## src/rtl/mdom_wvb_hdr_pkg.sv

```systemverilog
// Shared constants for the waveform-buffer header serializer: bundle field
// offsets, word indices, FSM state type and the sample-count helper.
package mdom_wvb_hdr_pkg;

  localparam int HDR_W   = 104;
  localparam int WORD_W  = 16;
  localparam int NSAMP_W = 11;
  localparam int ADDR_W  = 10;
  localparam int IDX_W   = 4;

  localparam int HDR_NWORDS = 10;

  // Header bundle field offsets (LSB position) and widths
  localparam int LTC_LSB        = 0;
  localparam int START_LSB      = 49;
  localparam int STOP_LSB       = 59;
  localparam int TRIG_LSB       = 69;
  localparam int TRIG_W         = 2;
  localparam int CNST_BIT       = 71;
  localparam int PRECONF_LSB    = 72;
  localparam int PRECONF_W      = 5;
  localparam int SYNC_BIT       = 77;
  localparam int BSUM_LSB       = 78;
  localparam int BSUM_LEN_LSB   = 97;
  localparam int BSUM_LEN_W     = 3;
  localparam int BSUM_VALID_BIT = 100;
  localparam int COINC_BIT      = 101;
  localparam int PARTIAL_BIT    = 102;
  localparam int CONT_BIT       = 103;

  localparam logic [IDX_W-1:0] WI_0 = 4'd0;
  localparam logic [IDX_W-1:0] WI_1 = 4'd1;
  localparam logic [IDX_W-1:0] WI_2 = 4'd2;
  localparam logic [IDX_W-1:0] WI_3 = 4'd3;
  localparam logic [IDX_W-1:0] WI_4 = 4'd4;
  localparam logic [IDX_W-1:0] WI_5 = 4'd5;
  localparam logic [IDX_W-1:0] WI_6 = 4'd6;
  localparam logic [IDX_W-1:0] WI_7 = 4'd7;
  localparam logic [IDX_W-1:0] WI_8 = 4'd8;
  localparam logic [IDX_W-1:0] WI_9 = 4'd9;
  localparam logic [IDX_W-1:0] WI_LAST = IDX_W'(HDR_NWORDS - 1);

  localparam logic [3:0] HDR_MAGIC_DEFAULT = 4'hD;

  typedef enum logic [0:0] {
    IDLE = 1'b0,
    SEND = 1'b1
  } hdr_state_e;

  // Ring-buffer span: the 10-bit difference wraps naturally, so stop==start-1 yields 1024
  function automatic logic [NSAMP_W-1:0] calc_nsamp(input logic [ADDR_W-1:0] start_addr,
                                                   input logic [ADDR_W-1:0] stop_addr);
    logic [ADDR_W-1:0] diff;
    diff = stop_addr - start_addr;
    return {1'b0, diff} + 11'd1;
  endfunction

endpackage

```

## src/rtl/mdom_wvb_hdr_serializer_if.sv

```systemverilog
// Header word stream toward the readout arbiter (valid/ready with packet framing).
interface mdom_wvb_hdr_serializer_if;
  import mdom_wvb_hdr_pkg::*;

  logic [WORD_W-1:0] dout;
  logic              dout_valid;
  logic              dout_ready;
  logic              dout_sop;
  logic              dout_eop;

  modport master (output dout, output dout_valid, output dout_sop, output dout_eop,
                  input  dout_ready);
  modport slave  (input  dout, input  dout_valid, input  dout_sop, input  dout_eop,
                  output dout_ready);
endinterface

```

## src/rtl/mdom_wvb_hdr_word_mux.sv

```systemverilog
// Selects one 16-bit header word from the latched bundle and sample count.
module mdom_wvb_hdr_word_mux
  import mdom_wvb_hdr_pkg::*;
#(
  parameter logic [4:0] CHAN_ID   = 5'd0,
  parameter logic [3:0] HDR_MAGIC = HDR_MAGIC_DEFAULT
) (
  input  logic [HDR_W-1:0]   hdr,
  input  logic [NSAMP_W-1:0] nsamp,
  input  logic [IDX_W-1:0]   idx,
  output logic [WORD_W-1:0]  word
);

  // Word map, MSB first
  always_comb begin
    word = 16'h0000;
    case (idx)
      WI_0: word = {HDR_MAGIC, CHAN_ID, hdr[TRIG_LSB +: TRIG_W], hdr[CNST_BIT], hdr[COINC_BIT],
                    hdr[PARTIAL_BIT], hdr[CONT_BIT], hdr[SYNC_BIT]};
      WI_1: word = {hdr[PRECONF_LSB +: PRECONF_W], hdr[BSUM_LEN_LSB +: BSUM_LEN_W],
                    hdr[BSUM_VALID_BIT], 6'b000000, hdr[LTC_LSB + 48]};
      WI_2: word = hdr[LTC_LSB + 32 +: 16];
      WI_3: word = hdr[LTC_LSB + 16 +: 16];
      WI_4: word = hdr[LTC_LSB +: 16];
      WI_5: word = {6'b000000, hdr[START_LSB +: ADDR_W]};
      WI_6: word = {6'b000000, hdr[STOP_LSB +: ADDR_W]};
      WI_7: word = {5'b00000, nsamp};
      WI_8: word = {13'b0000000000000, hdr[BSUM_LSB + 16 +: 3]};
      WI_9: word = hdr[BSUM_LSB +: 16];
      default: word = 16'h0000;
    endcase
  end

endmodule

```

## src/rtl/mdom_wvb_hdr_serializer.sv

```systemverilog
// Pops one header bundle per waveform from the show-ahead FIFO, streams it as ten
// 16-bit words and hands start address / sample count to the sample reader.
module mdom_wvb_hdr_serializer
  import mdom_wvb_hdr_pkg::*;
#(
  parameter logic [4:0] CHAN_ID   = 5'd0,
  parameter logic [3:0] HDR_MAGIC = HDR_MAGIC_DEFAULT
) (
  input  logic                       clk,
  input  logic                       rst_n,
  input  logic                       en,
  input  logic [HDR_W-1:0]           hdr_data,
  input  logic                       hdr_empty,
  output logic                       hdr_rdreq,
  mdom_wvb_hdr_serializer_if.master  dout_if,
  output logic                       busy,
  output logic [ADDR_W-1:0]          wfm_start_addr,
  output logic [NSAMP_W-1:0]         wfm_nsamp,
  output logic                       wfm_req
);

  hdr_state_e         state_r;
  hdr_state_e         state_s;
  logic [IDX_W-1:0]   idx_r;
  logic [IDX_W-1:0]   idx_s;
  logic               pop_s;
  logic               last_s;
  logic [HDR_W-1:0]   hdr_r;
  logic [NSAMP_W-1:0] nsamp_r;
  logic [ADDR_W-1:0]  wfm_start_r;
  logic [NSAMP_W-1:0] wfm_nsamp_r;
  logic               wfm_req_r;
  logic [WORD_W-1:0]  word_s;

  // Next-state, word index and pop/completion strobes
  always_comb begin
    state_s = state_r;
    idx_s   = idx_r;
    pop_s   = 1'b0;
    last_s  = 1'b0;
    case (state_r)
      IDLE: begin
        if (en && !hdr_empty) begin
          pop_s   = 1'b1;
          idx_s   = WI_0;
          state_s = SEND;
        end else begin
          state_s = IDLE;
        end
      end
      SEND: begin
        if (dout_if.dout_ready) begin
          if (idx_r == WI_LAST) begin
            last_s  = 1'b1;
            idx_s   = WI_0;
            state_s = IDLE;
          end else begin
            idx_s = idx_r + 4'd1;
          end
        end else begin
          idx_s = idx_r;
        end
      end
      default: begin
        state_s = IDLE;
        idx_s   = WI_0;
      end
    endcase
  end

  // FSM state and word index registers
  always_ff @(posedge clk or negedge rst_n) begin
    if (!rst_n) begin
      state_r <= IDLE;
      idx_r   <= WI_0;
    end else begin
      state_r <= state_s;
      idx_r   <= idx_s;
    end
  end

  // Header capture; nsamp is resolved here so word 7 costs no extra cycle
  always_ff @(posedge clk or negedge rst_n) begin
    if (!rst_n) begin
      hdr_r   <= {HDR_W{1'b0}};
      nsamp_r <= 11'd0;
    end else if (pop_s) begin
      hdr_r   <= hdr_data;
      nsamp_r <= calc_nsamp(hdr_data[START_LSB +: ADDR_W], hdr_data[STOP_LSB +: ADDR_W]);
    end
  end

  // Sample-reader handoff, updated together with the request pulse
  always_ff @(posedge clk or negedge rst_n) begin
    if (!rst_n) begin
      wfm_req_r   <= 1'b0;
      wfm_start_r <= 10'd0;
      wfm_nsamp_r <= 11'd0;
    end else begin
      wfm_req_r <= last_s;
      if (last_s) begin
        wfm_start_r <= hdr_r[START_LSB +: ADDR_W];
        wfm_nsamp_r <= nsamp_r;
      end
    end
  end

  mdom_wvb_hdr_word_mux #(
    .CHAN_ID   (CHAN_ID),
    .HDR_MAGIC (HDR_MAGIC)
  ) u_word_mux (
    .hdr   (hdr_r),
    .nsamp (nsamp_r),
    .idx   (idx_r),
    .word  (word_s)
  );

  assign hdr_rdreq          = pop_s;
  assign busy               = (state_r != IDLE);
  assign dout_if.dout       = word_s;
  assign dout_if.dout_valid = (state_r == SEND);
  assign dout_if.dout_sop   = (state_r == SEND) && (idx_r == WI_0);
  assign dout_if.dout_eop   = (state_r == SEND) && (idx_r == WI_LAST);
  assign wfm_req            = wfm_req_r;
  assign wfm_start_addr     = wfm_start_r;
  assign wfm_nsamp          = wfm_nsamp_r;

endmodule

```

## src/flat_wrapper.sv

```systemverilog
// flat-port wrapper written by rule: the top's interface ports become plain ports
module mdom_wvb_hdr_serializer_flat import mdom_wvb_hdr_pkg::*;
#(
  parameter logic [4:0] CHAN_ID   = 5'd0,
  parameter logic [3:0] HDR_MAGIC = HDR_MAGIC_DEFAULT
)
  (clk, rst_n, en, hdr_data, hdr_empty, hdr_rdreq, busy, wfm_start_addr, wfm_nsamp, wfm_req, dout_if_dout, dout_if_dout_valid, dout_if_dout_sop, dout_if_dout_eop, dout_if_dout_ready);
  mdom_wvb_hdr_serializer_if dout_if_i ();
  input  logic clk;
  input  logic rst_n;
  input  logic en;
  input  logic [HDR_W-1:0] hdr_data;
  input  logic hdr_empty;
  output logic hdr_rdreq;
  output logic busy;
  output logic [ADDR_W-1:0] wfm_start_addr;
  output logic [NSAMP_W-1:0] wfm_nsamp;
  output logic wfm_req;
  output wire logic [$bits(dout_if_i.dout)-1:0] dout_if_dout;
  output wire logic [$bits(dout_if_i.dout_valid)-1:0] dout_if_dout_valid;
  output wire logic [$bits(dout_if_i.dout_sop)-1:0] dout_if_dout_sop;
  output wire logic [$bits(dout_if_i.dout_eop)-1:0] dout_if_dout_eop;
  input wire logic [$bits(dout_if_i.dout_ready)-1:0] dout_if_dout_ready;
  assign dout_if_dout = dout_if_i.dout;
  assign dout_if_dout_valid = dout_if_i.dout_valid;
  assign dout_if_dout_sop = dout_if_i.dout_sop;
  assign dout_if_dout_eop = dout_if_i.dout_eop;
  assign dout_if_i.dout_ready = dout_if_dout_ready;
  mdom_wvb_hdr_serializer #(.CHAN_ID(CHAN_ID), .HDR_MAGIC(HDR_MAGIC)) u_core (.clk(clk), .rst_n(rst_n), .en(en), .hdr_data(hdr_data), .hdr_empty(hdr_empty), .hdr_rdreq(hdr_rdreq), .dout_if(dout_if_i), .busy(busy), .wfm_start_addr(wfm_start_addr), .wfm_nsamp(wfm_nsamp), .wfm_req(wfm_req));
endmodule
```

## config.mk

```make
export PLATFORM = sky130hd
export DESIGN_NAME = mdom_wvb_hdr_serializer_flat
export DESIGN_NICKNAME = d
export VERILOG_FILES = /design/src/rtl/mdom_wvb_hdr_pkg.sv /design/src/rtl/mdom_wvb_hdr_serializer_if.sv /design/src/rtl/mdom_wvb_hdr_word_mux.sv /design/src/rtl/mdom_wvb_hdr_serializer.sv /design/src/flat_wrapper.sv
export SDC_FILE = /design/constraint.sdc
export NUM_CORES = 1
export LEC_CHECK = 0
export ABC_AREA = 1
export BUFFER_PORTS_ARGS = -buffer_cell sky130_fd_sc_hd__clkbuf_2
export CAP_MARGIN = 20
export CORE_ASPECT_RATIO = 1.25
export CORE_UTILIZATION = 55
export DETAILED_ROUTE_END_ITERATION = 8
export GPL_ROUTABILITY_DRIVEN = 0
export GPL_TIMING_DRIVEN = 0
export HOLD_SLACK_MARGIN = 0.08
export PLACE_DENSITY = 0.81
export SLEW_MARGIN = 20
export SYNTH_ARGS = -nofsm -noshare
export SYNTH_HDL_FRONTEND = slang
export SYNTH_SLANG_ARGS = --single-unit
```

## constraint.sdc

```tcl
create_clock -name clk -period 1.6 [get_ports clk]
set_input_delay 0.16 -clock clk [delete_from_list [all_inputs] [get_ports clk]]
set_output_delay 0.16 -clock clk [all_outputs]
set_load 0.1 [all_outputs]
```

==> results of run 1 <==
==> kinds of logic after synthesis <==
family | count (synthesis) | share of synthesized area
buffers and inverters | 113 | 0.0715
and+or+nand+nor | 496 | 0.289
xor gates and xnor gates | 6 | 0.00749
DFF | 142 | 0.507
AOI/OAI and AO/OA | 107 | 0.105
adders and majority gates | 11 | 0.0207
==> metal layers <==
metal	overflow	GRT usage
met2	28	0.912
met5	0	0.283
met1	0	0.772
met4	28	0.745
met3	1	0.632
==> cell usage after synthesis (all sizes together) (3+ instances only) <==
library cell  number
nand2            429
dfrtp            142
inv               80
o21ai             48
nor2              32
nand3             29
a21oi             18
a221oi            17
buf               17
clkbuf            16
o22ai             11
ha                10
a22o               6
nand4              5
xor2               4
a32o               3
==> per-stage QoR <==
step | TNS (ps) | cells | util | setup slack, ps | instance area [sq um]
after floorplan | -2790 | 875 | - | -532 | 7350
after global placement | -304510 | 1190 | 0.677 | -2500 | 8310
after detailed placement | -26310 | 1191 | 0.680 | -721 | 8340
after CTS | -9730 | 1353 | 0.891 | -619 | 10900
==> what timing repair did <==
action / 4_1_cts
pin swaps: 27
resized for setup: 143
setup buffers: 26
gates cloned: 1
hold buffers: 103
endpoints found under the hold margin: 151
setup endpoints to repair: 115
==> reports/qor.csv, run 1 <==
metric,value,unit
syn-instance-count,875,
fp.dieW,103,um
synth-edff-count,0,
grt_remaining_overflow,57,
synth.net_count,995,
synth-warning-count,0,
initial_utilization,0.571,
worst_endpoint_kind,primary output,
clk_root_buffer_cell,sky130_fd_sc_hd__clkbuf_16,
die_h,128,um
place.port_buffers,151,
grt_start_max_net_pins,94,
cts_max_level,4,
synth.distinct_cells,37,
place.detailed.hpwl,15.6,mm
yosys_register_bits,142,
status,stopped before the end,
num_rows,45,
max-clock-path-buffers,2,
gr-usage-all-layers,0.766,
failed_stage,global routing (5_1_grt),
mappedNetlistArea,0.00701,sq mm
yosys-top-cells-area,"sky130_fd_sc_hd__dfrtp_1, sky130_fd_sc_hd__nand2_1, sky130_fd_sc_hd__inv_1",
synth_seq_area_share,0.507,
synth_async_sr_flop_share,1.00,
postSynth.topFlopCell,sky130_fd_sc_hd__dfrtp_1,
clock_sink_count,142,
grt_repair_worst_endpoint,dout_if_dout[9],
floorplan.io_pins,152,
yosys.area.top_type,sky130_fd_sc_hd__dfrtp_1,
cts_buffers,17,
syn_avg_cell_area,8.02,sq um
yosysTopAreaCellShare,0.507,
run.stop_error,[ERROR GRT-0232] Routing congestion too high. Check the congestion heatmap in the GUI.,
==> inputs of run 2 (changes only) <==
--- a/config.mk
+++ b/config.mk
@@ -8,13 +8,11 @@
 export ABC_AREA = 1
 export BUFFER_PORTS_ARGS = -buffer_cell sky130_fd_sc_hd__clkbuf_2
 export CAP_MARGIN = 20
-export CORE_ASPECT_RATIO = 1.25
-export CORE_UTILIZATION = 55
+export CORE_UTILIZATION = 40
 export DETAILED_ROUTE_END_ITERATION = 8
 export GPL_ROUTABILITY_DRIVEN = 0
 export GPL_TIMING_DRIVEN = 0
-export HOLD_SLACK_MARGIN = 0.08
-export PLACE_DENSITY = 0.81
+export PLACE_DENSITY_LB_ADDON = 0.15
 export SLEW_MARGIN = 20
 export SYNTH_ARGS = -nofsm -noshare
 export SYNTH_HDL_FRONTEND = slang
==> reports/qor.csv, run 2 <==
metric,value,unit,change
timing.hold.worst_path_depth,3,,
place.detailed.hpwl,16.8,mm,+7.7%
syn-instance-count,875,,unchanged
report.final.slew_viol_count,0,,
placement.setup.worst_slack,-750,ps,-29.0 ps
die_h,134,um,+4.8%
critical_path.cell_chain,"buf_6, nor2_4, inv_2, nor2_4, clkinv_4, o21ai_2, a221oi_4, nand3_4, clkbuf_16",,
drive_gt1_frac,0.349,,
worst_setup_hold_path_clk_slew,70,ps,
min-delay-path-class,primary input to register,,
max-clock-path-buffers,2,,unchanged
pwr_cell_area,2170,mW/mm^2,
cp_num_buf_inv,4,,
grt_start_max_net_pins,85,,
dp_cells,1252,,+5.1%
yosys.area.top_type,sky130_fd_sc_hd__dfrtp_1,,
critical_path_arrival,2150,ps,
synth.net_count,995,,unchanged
timing.reg2reg.setup_slack,-290,ps,
report.power.total,24.8,mW,
regMostFlops,u_core.hdr_r,,
total_via_count_after_detailed_routing,7281,,
antenna_found_initial,0,,
postSynth.topFlopCell,sky130_fd_sc_hd__dfrtp_1,,
first_global_vias,7014,,
fp.dieW,134,um,+30%
status,"finished, violations left",,
fmaxAchievable,0.433,GHz,
finish.net_count,1306,,
mappedNetlistArea,0.00701,sq mm,unchanged
global_route_wire_length_before_repair,38.3,mm,
tritoncts,built,,
worstPathMaxFanout,7,,
number_of_non_filler_instances_in_the_completed_layout,1425,,
core,0.0172,sq mm,
most_common_cell_after_layout_fill_and_taps_aside,sky130_fd_sc_hd__nand2_1,,
place.port_buffers,151,,unchanged
largest_register_ff_count,104,,
cp_common_cell,sky130_fd_sc_hd__nor2_4,,
syn_avg_cell_area,8.02,sq um,unchanged
critical_path.reg2reg.endpoint,u_core.wfm_nsamp[4]$_DFFE_PN0P_,,
maxCapViolCount,0,,
finClkSkew,6.64,ps,
clock_sink_count,142,,unchanged
finalSetupViolCount,43,,
cts_max_level,4,,unchanged
cp_slowest_stage_delay,450,ps,
yosysTopAreaCellShare,0.507,,unchanged
final_period_minus_worst_setup_slack,2310,ps,
synth_seq_area_share,0.507,,unchanged
crit_end_category,output port,,
violations_in_the_final_reports,"design-rule violations, negative hold slack, negative setup slack",,
wire_per_inst,17.9,um,
top_library_cells_by_usage_in_the_layout_fill_and_taps_aside,"sky130_fd_sc_hd__nand2_1, sky130_fd_sc_hd__clkbuf_2, sky130_fd_sc_hd__dfrtp_1",,
final.hold.worst_slack,-6.23,ps,
finalCoreUtilization,0.660,,
yosys-top-cells-count,"sky130_fd_sc_hd__nand2_1, sky130_fd_sc_hd__dfrtp_1, sky130_fd_sc_hd__inv_1, sky130_fd_sc_hd__nand3_1, sky130_fd_sc_hd__o21ai_0",,
routed_antenna_nets,0,,
worst_ep_required_time,1440,ps,
num_rows,48,,+6.7%
worst_setup_path_start_kind,register,,
synth.distinct_cells,37,,unchanged
drt-pass1-iter-count,8,,
synth-simple-area-share,0.289,,unchanged
synth-edff-count,0,,unchanged
setup_tns,-16800,ps,
multi_input_area,0.00373,sq mm,
seqCellArea,0.00356,sq mm,
yosys-top-cells-area,"sky130_fd_sc_hd__dfrtp_1, sky130_fd_sc_hd__nand2_1, sky130_fd_sc_hd__inv_1",,
tightest_slew_margin_relative_to_the_limit,0.534,,
die-area,0.0181,sq mm,
synth_compound_area_frac,0.105,,unchanged
signed_area_change_from_the_synthesized_netlist_to_the_final_layout,62.3,%,
synth_top_family_by_area,simple AND/OR/NAND/NOR gates,,
vias_per_cell,5.11,,
critPathKind,register to output port,,
min_from,hdr_data[62],,
synth_xor_area_frac,0.00749,,unchanged
route.final.wire_length,25.6,mm,
grt_setup_unrepaired,true,,
remaining_drc_errors,4,,
synth_async_sr_flop_share,1.00,,unchanged
p_leak,5.88,nW,
crit_path_max_delay_family,buffers and inverters,,
slowest_stage,sky130_fd_sc_hd__dfrtp_2,,
synth_mux_area_frac,0,,unchanged
clk_latency,430,ps,
synth-adder-area-share,0.0207,,unchanged
vdd_drop_max,2480,uV,
r2r.worst_path.cells,12,,
dr.first_iter.drc_count,736,,
gr-usage-all-layers,0.286,,
min_delay_worst_endpoint,u_core.hdr_r[62]$_DFFE_PN0P_,,
synth-warning-count,0,,unchanged
initial_utilization,0.407,,-0.165
timing.final.hold_violations,2,,
yosys_register_bits,142,,unchanged
clk_root_buffer_cell,sky130_fd_sc_hd__clkbuf_16,,
finalWorstSetupSlack,-712,ps,
cts_buffers,17,,unchanged
floorplan.io_pins,152,,unchanged
worstMarginPinSlew,700,ps,
layout.filler_cells,1392,,
worst_flop_to_flop_path_startpoint,u_core.idx_r[1]$_DFFE_PN0P_,,
synth.most_common_cell,sky130_fd_sc_hd__nand2_1,,
period_share,1.44,,
grt_remaining_overflow,0,,
[run 2: cell counts after synthesis]
Identical to the previous run, type by type.
[run 2: layout make-up]
type | instances | share of cell area
clock inverters | 15 | 0.0154
multi-input cells | 620 | 0.327
clock buffers | 17 | 0.0374
plain buffers | 33 | 0.0249
repair buffers | 292 | 0.225
diodes | 1 | 0.000220
well taps | 225 | 0.0247
flip-flops and latches | 142 | 0.313
inverters | 80 | 0.0319
[run 2: cell families after synthesis]
logic type / count (synthesis)
compound gates: 107
xor+xnor: 6
fa+ha+maj: 11
buf+inv: 113
flops: 142
simple gates: 496
[run 2: power by group]
part,total [mW],switching (mW),internal (mW)
registers,6.76,1.48,5.28
clock network,4.12,1.77,2.35
logic,13.9,8.96,4.91
total,24.8,12.2,12.5
[run 2: timing repair]
action                                  in CTS  in global routing
endpoints found under the setup margin     119                 98
hold buffers                                92                  1
buffers inserted                            34                 12
pin swaps                                   34                 30
resized for setup                          168                 59
gates cloned                                 0                  1
endpoints found under the hold margin      174                  1
[run 2: worst max-delay path by stage]
| stage | startpoint | to | slack (ps) | depth (start not counted) |
|---|---|---|---|---|
| floorplan | u_core.idx_r[1]$_DFFE_PN0P_ | dout_if_dout[7] | -530 | 7 |
| global placement | rst_n | u_core.busy$_DFF_PN0_ | -2700 | 1 |
| detailed placement | u_core.idx_r[1]$_DFFE_PN0P_ | dout_if_dout[8] | -750 | 10 |
| CTS | u_core.idx_r[1]$_DFFE_PN0P_ | dout_if_dout[9] | -650 | 9 |
| global route | u_core.idx_r[1]$_DFFE_PN0P_ | dout_if_dout[9] | -740 | 9 |
| finish | u_core.idx_r[1]$_DFFE_PN0P_ | dout_if_dout[9] | -710 | 9 |
[run 2: tightest hold or removal path, stage by stage]
cell and delay, ps:
sky130_fd_sc_hd__clkbuf_2 110, sky130_fd_sc_hd__nand2_1 50, sky130_fd_sc_hd__o21ai_0 60
[run 2: stage by stage]
step	hold WS [ps]	cell area (sq um)
after CTS	0.545	11100
after global routing	16.5	11400
final	-6.23	11400
after detailed placement	255	8420
after floorplan	-136	7350
after global placement	358	8380
[run 2: metal layers]
layer	vias up	global-route usage	wire length [um]
met5	-	0	0
met4	0	0.101	796
met3	62	0.0616	1810
met2	309	0.456	11900
met1	3502	0.385	11000
li1	3408	-	-
(Power assumes the default switching activity.)
